File: src/rtl/lcd_bus_responder_if.sv
// lcd_bus_responder_if: character-LCD write bus between a display controller and a responder
interface lcd_bus_responder_if;
    logic       lcd_e;
    logic       lcd_rs;
    logic       lcd_rw;
    logic [7:0] lcd_data;
    logic [7:0] bus_rd_data;

    modport master (output lcd_e, lcd_rs, lcd_rw, lcd_data, input bus_rd_data);
    modport slave  (input lcd_e, lcd_rs, lcd_rw, lcd_data, output bus_rd_data);
endinterface

File: src/rtl/lcd_bus_responder.sv
// lcd_bus_responder: HD44780-style bus decoder mirroring a 2x16 DDRAM, address counter and status
module lcd_bus_responder #(
    parameter int         BUSY_CYCLES = 4,
    parameter logic [7:0] CLEAR_FILL  = 8'h20
) (
    input  logic                clk,
    input  logic                rst,
    lcd_bus_responder_if.slave  bus,
    input  logic [4:0]          i_char_rd_addr,
    output logic [7:0]          o_char_rd_data,
    output logic [6:0]          o_ac,
    output logic                o_disp_on,
    output logic                o_busy,
    output logic                o_cmd_strobe,
    output logic                o_proto_err
);
    localparam int CW = $clog2(BUSY_CYCLES + 32) + 1;

    typedef enum logic [1:0] {S_IDLE, S_EXEC, S_CLEAR, S_HOLD} state_t;

    state_t          r_state, w_next;
    logic [2:0]      r_e_q;
    logic [1:0]      r_rs_q, r_rw_q;
    logic [7:0]      r_data_q1, r_data_q2;
    logic            r_tx_rs, r_tx_rw;
    logic [7:0]      r_tx_data;
    logic [CW-1:0]   r_cnt;
    logic [6:0]      r_ac;
    logic            r_id, r_disp_on, r_strobe, r_perr;
    logic [7:0]      r_bus_rd, r_char_rd;
    logic [7:0]      r_ddram [32];
    logic            w_fall, w_status, w_bad_addr, w_null, w_accept, w_reject, w_clear_cmd;
    logic [4:0]      w_idx;

    // AC moves through 0x00-0x0F and 0x40-0x4F as one 32-cell ring
    function automatic logic [6:0] f_step(input logic [6:0] ac, input logic id);
        if (id)
            return ac == 7'h0F ? 7'h40 : ac == 7'h4F ? 7'h00 : ac + 7'd1;
        return ac == 7'h00 ? 7'h4F : ac == 7'h40 ? 7'h0F : ac - 7'd1;
    endfunction

    assign w_fall      = r_e_q[2] & ~r_e_q[1];
    assign w_status    = r_rw_q[1] & ~r_rs_q[1];
    assign w_bad_addr  = ~r_rs_q[1] & ~r_rw_q[1] & r_data_q2[7] & (r_data_q2[5:4] != 2'b00);
    assign w_null      = ~r_rs_q[1] & ~r_rw_q[1] & (r_data_q2 == 8'h00);
    assign w_accept    = w_fall & ~w_status & (r_state == S_IDLE) & ~w_bad_addr & ~w_null;
    assign w_reject    = w_fall & ~w_status & ~w_accept;
    assign w_clear_cmd = ~r_tx_rs & ~r_tx_rw & (r_tx_data == 8'h01);
    assign w_idx       = {r_ac[6], r_ac[3:0]};

    assign o_busy          = r_state != S_IDLE;
    assign o_ac            = r_ac;
    assign o_disp_on       = r_disp_on;
    assign o_cmd_strobe    = r_strobe;
    assign o_proto_err     = r_perr;
    assign o_char_rd_data  = r_char_rd;
    assign bus.bus_rd_data = r_bus_rd;

    // Two-flop synchroniser on the asynchronous bus, plus a third E flop for edge detection
    always_ff @(posedge clk or posedge rst) begin
        if (rst) begin
            r_e_q     <= '0;
            r_rs_q    <= '0;
            r_rw_q    <= '0;
            r_data_q1 <= '0;
            r_data_q2 <= '0;
        end else begin
            r_e_q     <= {r_e_q[1:0], bus.lcd_e};
            r_rs_q    <= {r_rs_q[0], bus.lcd_rs};
            r_rw_q    <= {r_rw_q[0], bus.lcd_rw};
            r_data_q1 <= bus.lcd_data;
            r_data_q2 <= r_data_q1;
        end
    end

    // State register and phase counter, which restarts on every state change
    always_ff @(posedge clk or posedge rst) begin
        if (rst) begin
            r_state <= S_IDLE;
            r_cnt   <= '0;
        end else begin
            r_state <= w_next;
            r_cnt   <= (w_next != r_state) ? '0 : r_cnt + CW'(1);
        end
    end

    // Next state: accept in IDLE, one EXEC cycle, optional 32-cycle CLEAR, then the busy hold
    always_comb begin
        w_next = r_state;
        case (r_state)
            S_IDLE:  w_next = w_accept ? S_EXEC : S_IDLE;
            S_EXEC:  w_next = w_clear_cmd ? S_CLEAR : S_HOLD;
            S_CLEAR: w_next = (r_cnt == CW'(31)) ? S_HOLD : S_CLEAR;
            S_HOLD:  w_next = (r_cnt == CW'(BUSY_CYCLES - 1)) ? S_IDLE : S_HOLD;
            default: w_next = S_IDLE;
        endcase
    end

    // Transaction capture, pulses, status latch and instruction execution
    always_ff @(posedge clk or posedge rst) begin
        if (rst) begin
            r_tx_rs   <= 1'b0;
            r_tx_rw   <= 1'b0;
            r_tx_data <= '0;
            r_ac      <= '0;
            r_id      <= 1'b1;
            r_disp_on <= 1'b0;
            r_strobe  <= 1'b0;
            r_perr    <= 1'b0;
            r_bus_rd  <= '0;
        end else begin
            r_strobe <= w_accept | (w_fall & w_status);
            r_perr   <= w_reject;
            if (w_accept) begin
                r_tx_rs   <= r_rs_q[1];
                r_tx_rw   <= r_rw_q[1];
                r_tx_data <= r_data_q2;
            end
            if (r_state == S_EXEC) begin
                if (r_tx_rs) begin
                    if (r_tx_rw)
                        r_bus_rd <= r_ddram[w_idx];
                    r_ac <= f_step(r_ac, r_id);
                end else begin
                    casez (r_tx_data)
                        8'b1???????: r_ac <= r_tx_data[6:0];
                        8'b00001???: r_disp_on <= r_tx_data[2];
                        8'b000001??: r_id <= r_tx_data[1];
                        8'b0000001?: r_ac <= '0;
                        8'b00000001: begin
                            r_ac <= '0;
                            r_id <= 1'b1;
                        end
                        default: ;
                    endcase
                end
            end
            if (w_fall & w_status)
                r_bus_rd <= {o_busy, r_ac};
        end
    end

    // DDRAM shadow: data writes in EXEC, sequential fill in CLEAR, registered read port (old data on collision)
    always_ff @(posedge clk or posedge rst) begin
        if (rst) begin
            for (int i = 0; i < 32; i++)
                r_ddram[i] <= CLEAR_FILL;
            r_char_rd <= '0;
        end else begin
            r_char_rd <= r_ddram[i_char_rd_addr];
            if (r_state == S_EXEC && r_tx_rs && !r_tx_rw)
                r_ddram[w_idx] <= r_tx_data;
            if (r_state == S_CLEAR)
                r_ddram[r_cnt[4:0]] <= CLEAR_FILL;
        end
    end
endmodule

File: src/flat_wrapper.sv
// flat-port wrapper written by rule: the top's interface ports become plain ports
module lcd_bus_responder_flat 
#(
    parameter int         BUSY_CYCLES = 4,
    parameter logic [7:0] CLEAR_FILL  = 8'h20
)
  (clk, rst, i_char_rd_addr, o_char_rd_data, o_ac, o_disp_on, o_busy, o_cmd_strobe, o_proto_err, bus_lcd_e, bus_lcd_rs, bus_lcd_rw, bus_lcd_data, bus_bus_rd_data);
  lcd_bus_responder_if bus_i ();
  input  logic clk;
  input  logic rst;
  input  logic [4:0] i_char_rd_addr;
  output logic [7:0] o_char_rd_data;
  output logic [6:0] o_ac;
  output logic o_disp_on;
  output logic o_busy;
  output logic o_cmd_strobe;
  output logic o_proto_err;
  input wire logic [$bits(bus_i.lcd_e)-1:0] bus_lcd_e;
  input wire logic [$bits(bus_i.lcd_rs)-1:0] bus_lcd_rs;
  input wire logic [$bits(bus_i.lcd_rw)-1:0] bus_lcd_rw;
  input wire logic [$bits(bus_i.lcd_data)-1:0] bus_lcd_data;
  output wire logic [$bits(bus_i.bus_rd_data)-1:0] bus_bus_rd_data;
  assign bus_i.lcd_e = bus_lcd_e;
  assign bus_i.lcd_rs = bus_lcd_rs;
  assign bus_i.lcd_rw = bus_lcd_rw;
  assign bus_i.lcd_data = bus_lcd_data;
  assign bus_bus_rd_data = bus_i.bus_rd_data;
  lcd_bus_responder #(.BUSY_CYCLES(BUSY_CYCLES), .CLEAR_FILL(CLEAR_FILL)) u_core (.clk(clk), .rst(rst), .bus(bus_i), .i_char_rd_addr(i_char_rd_addr), .o_char_rd_data(o_char_rd_data), .o_ac(o_ac), .o_disp_on(o_disp_on), .o_busy(o_busy), .o_cmd_strobe(o_cmd_strobe), .o_proto_err(o_proto_err));
endmodule
File: config.mk
export PLATFORM = sky130hd
export DESIGN_NAME = lcd_bus_responder_flat
export DESIGN_NICKNAME = d
export VERILOG_FILES = /design/src/rtl/lcd_bus_responder_if.sv /design/src/rtl/lcd_bus_responder.sv /design/src/flat_wrapper.sv
export SDC_FILE = /design/constraint.sdc
export NUM_CORES = 1
export LEC_CHECK = 0
export ABC_AREA = 1
export CAP_MARGIN = 30
export CELL_PAD_IN_SITES_DETAIL_PLACEMENT = 1
export CELL_PAD_IN_SITES_GLOBAL_PLACEMENT = 1
export CORE_MARGIN = 3
export CORE_UTILIZATION = 47
export DETAILED_ROUTE_END_ITERATION = 8
export MAX_ROUTING_LAYER = met4
export PLACE_DENSITY = 0.79
export SYNTH_ARGS = -nofsm -noshare
export SYNTH_HDL_FRONTEND = slang
export SYNTH_SLANG_ARGS = --single-unit
export TNS_END_PERCENT = 100
File: constraint.sdc
create_clock -name clk -period 13.1 [get_ports clk]
set_input_delay 2.62 -clock clk [delete_from_list [all_inputs] [get_ports clk]]
set_output_delay 2.62 -clock clk [all_outputs]
set_load 0.01 [all_outputs]
Word level (Yosys, flattened, before mapping). Cells that the tools add are included.

Input port bits: 18. Register bits after elaboration: 325. Output and inout bits: 27.

Reductions and logical operators: 20. $lt $le $gt $ge: 5. Eq/ne operators: 13. Bitwise logic cells: 30. Add/sub/neg operators: 3. Mux-type cells: 35.

Operators with widths (number): two-way mux 256 bit (2); bitwise mux 256 bit (1); AND 224 bit (1); inverter 224 bit (1); binary-select mux 8 bit (select 5 bit) (2); demux 8 bit (select 5 bit) (2); two-way mux 8 bit (10); two-way mux 7 bit (8); bitwise OR 32 bit (1); greater-or-equal comparator 6 bit (second input constant) (3); inverter 5 -> 6 bit (3); adder 7 x 1 -> 7 bit (second input constant) (2); AND 1 bit (14); == test 7 bit (second input constant) (2); one-hot mux 7 bit (2 select lines) (1); < comparator 6 x 1 -> 1 bit (second input constant) (2); nonzero test 2 bit (6); inverter 1 bit (9); AND reduction 3 bit (3); == test 8 x 1 -> 1 bit (second input constant) (1); zero test 8 bit (1); one-hot mux 2 bit (4 select lines) (1); == test 7 x 1 -> 1 bit (second input constant) (1); == test 7 x 2 -> 1 bit (second input constant) (1); 19 further kinds (28).

Longest topological paths before layout. Gate-level depths: netlist (run 1).

Depth in word-level cells: 11. Gate-level depth with buffers: 13. Mapped depth without buffers: 10.

Worst setup path after synthesis (run 1). No wires, ideal clock.

Kind: input to register. From: in i_char_rd_addr[1]. To: reg u_core.r_char_rd[0], in the netlist u_core.o_char_rd_data[0]. Path slack: 9.253 ns. Arrival: 3.724 ns. Required time: 12.977 ns. Buffers on the path: 3. Stages: 9. Cells stage by stage: buf_2 -> inv_2 -> buf_2 -> buf_1 -> o211ai_1 -> nand3_1 -> a21oi_1 -> o21ai_0 -> nand2_1.

Cells in the longest elaborated chain, start to end: 4.

Ends and longest elaborated chain: start: declaration (RTL line flat_wrapper.sv:11) `input logic [4:0] i_char_rd_addr;`; inverter 5 -> 6 bit (not written as such) (RTL line lcd_bus_responder.sv:150) `r_char_rd <= r_ddram[i_char_rd_addr];`; binary-select mux 8 bit (select 5 bit) (RTL line lcd_bus_responder.sv:150); two-way mux 8 bit (not written as such) (2 in series) (RTL line lcd_bus_responder.sv:150); end signal: assignment (RTL line lcd_bus_responder.sv:150); end: declaration (RTL line lcd_bus_responder.sv:30) `logic [7:0] r_bus_rd, r_char_rd;`.

No other way between the ends. The select of a mux whose other input is x is not followed. A chain may end at the register's enable or synchronous reset.

Worst setup path after layout (run 1).
From: reg u_core.r_ac[0], in the netlist u_core.o_ac[0]. To: out o_ac[0].

RTL lines: start: declaration (RTL line lcd_bus_responder.sv:28) `logic [6:0] r_ac;`; start signal: assignment (RTL line lcd_bus_responder.sv:123) `r_ac <= f_step(r_ac, r_id);`; end: declaration (RTL line flat_wrapper.sv:13) `output logic [6:0] o_ac;`.

No word-level cell between the ends.

==> impl_metrics.ini, run 1 <==
[synthesis]
syn-instance-count = 2500
async_flop_share_pct = 100.0
synth-edff-count = 0
yosys_register_bits = 325
yosysUniqueCellTypes = 36
ys.flop_type = dfrtp_1
seq_area_frac_synth_pct = 44.50
yosys_warnings = 0
syn_nets = 2526
syn_area_um2 = 18370
syn_avg_cell_area_um2 = 7.348

[power]
power_density_nw_per_um2 = 200.4
p_leak_uw = 0.009492
ir_drop_mv = 0.1421

[clock_network]
htree_levels = 2
clock-sinks = 325
cts_resized = 0
cts_tree = done
cts_hold_buf = 0
post-cts-setup-buffers = 0
worstSkewPairLatency_ns = 0.58
cts_buffer_depth = 3
clk_pin_slew_ns = 0.06
cts_buffers = 40
clockRootBuffer = clkbuf_16

[status]
outcome = finished clean

[critical_path]
cp.required_ns = 10.48
critical-path-top-delay-family = flip-flops
critical_path.slowest_cell = dfrtp_4
start_kind = register
timing.reg2reg.setup_slack_ns = 9.16
r2r-end = u_core.bus.bus_rd_data[1]
path_buf_inv = 1
ff2ff_path_depth = 11
critical_path.endpoint_type = output port
rr_startpoint = u_core.o_ac[0]
arrival_ns = 2.25
worstPathMaxFanout = 68
crit_chain = clkdlybuf4s50_1
slowest_delay_ns = 0.97
path_class = reg2out

[finish]
drive_gt1_share_pct = 6.837
antennaDiodeCount = 0
fill_cells = 4763
finalNetCount = 2467
area_growth_pct = 10.61

[timing]
worst_slack_ns = 8.230
worstMarginPinSlew_ns = 1.085
setup_viol = 0
tns_ns = 0
min_period_over_period_pct = 37.17
max_freq_mhz = 205.4
maxSlewHeadroom_pct = 27.67
drv_slew = 0
hold_violations = 0
rsz0062_at_grt = no
fin_crit_ns = 4.870
fin_skew_ns = 0.02157

[min_path]
min_from = u_core.r_e_q[0]
holdPathStages = 0
whs_endpoint = u_core.r_e_q[1]
min_path_type = reg2reg

[global_route]
grt_start_max_net_pins = 148
grt_overflow = 0
grt_pass1_vias = 18790
antenna_found_initial = 0
track_usage_pct = 35.53
grt_pass1_wl_mm = 111.0

[run]
cap_violations = 0

[floorplanning]
initial_core_util_pct = 48.20
die_y_um = 203.7
coreArea_um2 = 38110
die_w_um = 203.7
dieArea_um2 = 41490
num_io_pins = 45
rows = 71

[placement]
dp_slack_ns = 7.850
dp_hpwl_mm = 46.08
finalWeightedCongestion = 0.9996
io_buffers = 44

[detailed_routing]
postRouteWirelength_mm = 71.97
routed-wl-met3_mm = 6.013
m1WireLength_mm = 30.41
met2_length_mm = 32.69
drt_iter0_markers = 1640
vias = 18270
wire_per_inst_um = 24.13
drc = 0
ant_nets = 0
drt_pass1_iterations = 5
top_layer = met4
vias_per_cell = 6.123
[worst max-delay path by stage]
| stage | startpoint | to | slack [ns] | cells after the start |
|---|---|---|---|---|
| global route | i_char_rd_addr[0] | u_core.o_char_rd_data[3] | 8.13 | 8 |
| detailed placement | i_char_rd_addr[0] | u_core.o_char_rd_data[3] | 7.85 | 8 |
| finish | u_core.o_ac[0] | o_ac[0] | 8.23 | 1 |
| CTS | u_core.o_ac[0] | o_ac[0] | 8.22 | 1 |
| floorplan | rst | u_core.bus.bus_rd_data[0] | 1.54 | 1 |
| global placement | i_char_rd_addr[0] | u_core.o_char_rd_data[3] | 7.90 | 8 |
[logic make-up after synthesis]
family          share of synthesized area (%)
fa+ha+maj                              0.5449
compound gates                          27.04
mux                                    0.1771
buf+inv                                 11.08
simple gates                            16.37
flops                                   44.50
xor+xnor                               0.2861
[per-stage QoR]
stage                     instances  hold slack [ns]  util [%]  area (um^2)  total power (uW)
final                          2983           0.3450     53.31        20320              4072
after global routing           2983           0.3538     53.31        20320              4267
after CTS                      2983           0.3480     53.31        20320              4039
after detailed placement       2910           0.3356     49.70        18940              2864
after global placement         2908           0.3320     49.60        18900              2806
after floorplan                2500           0.3312         -        18370              2256
[registers in the layout (all words and copies together), names as in the netlist]
signal / flops
u_core.r_tx_rs: 1
u_core.r_tx_data: 8
u_core.o_char_rd_data: 8
u_core.r_data_q1: 8
u_core.o_cmd_strobe: 1
u_core.r_tx_rw: 1
u_core.r_id: 1
u_core.bus.bus_rd_data: 8
u_core.r_cnt: 7
u_core.o_proto_err: 1
u_core.o_disp_on: 1
u_core.r_ddram: 256
u_core.r_rw_q: 2
u_core.o_ac: 7
u_core.r_rs_q: 2
u_core.r_e_q: 3
u_core.r_data_q2: 8
u_core.r_state: 2
[metal layers]
| metal | global-route usage [%] | vias to the layer above |
|---|---|---|
| li1 | - | 8154 |
| met1 | 47.29 | 9128 |
| met2 | 54.51 | 814 |
| met3 | 6.113 | 170 |
| met4 | 14.01 | 0 |
| met5 | - | - |
[cell usage in the layout, fill, tap and decap left out, types with 6 or more instances in the layout]
master	count
ha_1	8
nor2_1	102
clkinv_2	12
clkbuf_8	9
buf_4	24
inv_1	332
o21ai_0	428
xor2_1	6
nor3_1	10
a21oi_1	429
dfstp_2	33
o22ai_1	6
nand2_1	413
nand2_4	16
clkbuf_16	40
nand3_1	132
dfrtp_1	288
o21ai_1	20
clkdlybuf4s50_1	42
o211ai_1	69
[synthesized netlist by cell type, types with 7 or more instances]
library cell | n | share of area, %
a21oi_1 | 429 | 12
nand3_1 | 132 | 3.6
dfstp_2 | 33 | 4.7
clkbuf_1 | 90 | 1.8
o21ai_1 | 20 | 0.54
buf_2 | 69 | 1.9
nand2_4 | 16 | 0.98
dfrtp_1 | 292 | 40
o21ai_0 | 428 | 12
buf_1 | 7 | 0.14
nor2_1 | 102 | 2.1
ha_1 | 8 | 0.54
inv_1 | 336 | 6.9
nand2_1 | 413 | 8.4
o211ai_1 | 69 | 2.8
nor3_1 | 11 | 0.30
[where the power goes]
group | total [uW] | switching, uW | internal (uW)
clock network | 1170 | 472 | 694
logic | 1460 | 1060 | 404
registers | 1440 | 234 | 1210
total | 4070 | 1770 | 2310
[area by class of cell]
cell class | count | area, um^2 | area share [%]
inverter | 339 | 1280 | 6.300
clock buffer | 53 | 1140 | 5.610
clock inverter | 20 | 236.5 | 1.164
multi-input combinational | 1664 | 8165 | 40.19
tap | 511 | 639.4 | 3.147
timing repair buffer | 71 | 675.6 | 3.325
sequential | 325 | 8182 | 40.27
Power figures use the tool's default switching activity.
==> run 2: changes to the inputs <==
==> constraint.sdc (replaced) <==
create_clock -name clk -period 4.8 [get_ports clk]
set_input_delay 0.96 -clock clk [delete_from_list [all_inputs] [get_ports clk]]
set_output_delay 0.96 -clock clk [all_outputs]
set_load 0.01 [all_outputs]
==> run 2 against run 1 <==
  * Wire length fell by 0.80%
  * Non-clock buffer count rose by 1
  * Power rose to 2.7 times the previous value
  * Worst setup slack got worse by 6.5 ns
  * Combinational power rose to 2.6 times the previous value
  * Count of clock-buffer cells in the layout rose by 1
  * Hold slack got worse by 0.0045 ns
  * Sequential cell count did not move
  * Critical endpoint is now u_core.bus.bus_rd_data[7]
  * Largest cell class unchanged
==> impl_metrics.ini, run 2 (synthesis gave the netlist of run 1 again) <==
[power]
pwr-share-clk_pct = 28.4
p_leak_uw = 0.009462
power_density_nw_per_um2 = 546.1
power_frac_seq_pct = 37.0
ir_drop_mv = 0.9191
sw_frac_of_total_pct = 43.75
internal_power_uw = 6241
p_switching_uw = 4855
power_frac_comb_pct = 34.6

[critical_path]
start_kind = register
crit_chain = buf_12 -> o21ai_0 -> o21ai_0 -> nand2_1 -> nand2_1 -> nor2_1 -> nand3_1 -> nand2_1 -> nand2_1
rr_startpoint = u_core.o_ac[0]
ff2ff_path_depth = 9
worstPathMaxFanout = 153
critical_path.endpoint_type = register
worstSetupStartpoint = u_core.o_ac[0]
path_common_cell = nand2_1
arrival_ns = 3.58
critical_path.slowest_cell = dfrtp_4
path_class = reg2reg
timing.reg2reg.setup_slack_ns = 1.74
cp.required_ns = 5.32
path_depth = 9
path_buf_inv = 1
r2r-end = u_core.bus.bus_rd_data[7]
endpoint = u_core.bus.bus_rd_data[7]
slowest_delay_ns = 0.81
critical-path-top-delay-family = compound AO/OA/AOI/OAI gates

[timing]
hold_violations = 0
drv_slew = 0
max_freq_mhz = 326.4
fin_skew_ns = 0.01816
min_period_over_period_pct = 63.83
worstMarginPinSlew_ns = 0.9817
whs_ns = 0.3405
fin_crit_ns = 3.064
maxSlewHeadroom_pct = 34.56
rsz0062_at_grt = no
setup_viol = 0
tns_ns = 0

[finish]
finalNetCount = 2467
layout_commonest_cell = a21oi_1
regArea_um2 = 8185
drive_gt1_share_pct = 6.761
area_growth_pct = 10.61
fill_cells = 4773
largest_reg_flops = 256
largest_register = u_core.r_ddram
multi_input_comb_area_um2 = 8165
final_cell_mix = 429 x a21oi_1, 428 x o21ai_0, 413 x nand2_1, 333 x inv_1, 285 x dfrtp_1

[global_route]
track_usage_pct = 35.45
grt_pass1_vias = 18600
antenna_found_initial = 2
grt_start_max_net_pins = 154
grt_overflow = 0
grt_pass1_wl_mm = 110.7

[run]
cap_violations = 0

[detailed_routing]
postRouteWirelength_mm = 71.40
drc = 0
vias = 18160
wire_per_inst_um = 23.93
drt_iter0_markers = 1467
ant_nets = 0
vias_per_cell = 6.089
drt_pass1_iterations = 5

[clock_network]
clk_pin_slew_ns = 0.06
clockRootBuffer = clkbuf_16
htree_levels = 2
cts_hold_buf = 0
post-cts-setup-buffers = 0
worstSkewPairLatency_ns = 0.59
cts_resized = 0
cts_buffer_depth = 3
clock-sinks = 325
cts_tree = done
cts_buffers = 39

[placement]
io_buffers = 44
finalWeightedCongestion = 0.9386
dp_hpwl_mm = 45.86

[floorplanning]
die_w_um = 203.7
rows = 71
initial_core_util_pct = 48.20
dieArea_um2 = 41490
die_y_um = 203.7
num_io_pins = 45
coreArea_um2 = 38110

[status]
outcome = finished clean

[min_path]
min_path_type = reg2reg
## run 2: final cells by class
class | instances | share of cell area [%]
repair buffers | 72 | 3.492
diodes | 2 | 0.02463
inverters | 339 | 6.281
well taps | 511 | 3.147
flip-flops and latches | 325 | 40.29
multi-input cells | 1664 | 40.19
clock inverters | 16 | 1.108
clock buffers | 54 | 5.475
## run 2: how the worst min path moves through the flow
stage	start	to	slack, ns	cells after the start
6_report	u_core.r_data_q1[3]	u_core.r_data_q2[3]	0.34	0
5_1_grt	u_core.r_data_q1[3]	u_core.r_data_q2[3]	0.35	0
4_1_cts	u_core.r_data_q1[3]	u_core.r_data_q2[3]	0.35	0
3_5_place_dp	u_core.r_data_q1[3]	u_core.r_data_q2[3]	0.34	0
3_3_place_gp	u_core.r_data_q1[5]	u_core.r_data_q2[5]	0.33	0
2_1_floorplan	u_core.r_data_q1[0]	u_core.r_data_q2[0]	0.33	0
## run 2: power groups by stage
stage               combinational [uW]  clock, uW  sequential, uW
floorplan                         2540          0            3620
detailed placement                3710          0            4110
global route                      4180       3300            4160
CTS                               3750       3190            4080
global placement                  3600          0            4090
finish                            3840       3160            4100
## run 2: per-stage QoR
stage	power [uW]	area [um^2]	setup WS, ns	cells	util, %
floorplan	6157	18370	-0.4698	2500	-
global placement	7690	18980	1.494	2911	49.79
detailed placement	7827	18980	1.477	2911	49.79
CTS	11010	20310	1.736	2981	53.30
global route	11650	20320	1.705	2983	53.31
finish	11100	20320	1.736	2983	53.31
## run 2: layer usage
metal / track usage, % / routed length, um / part of all wire (%) / vias up
met5: - / 0 / 0 / -
met4: 13.54 / 2927 / 4.1 / 0
met3: 6.656 / 5894 / 8.3 / 189
met2: 54.03 / 32270 / 45 / 708
met1: 47.31 / 30300 / 42 / 9112
li1: - / - / - / 8154
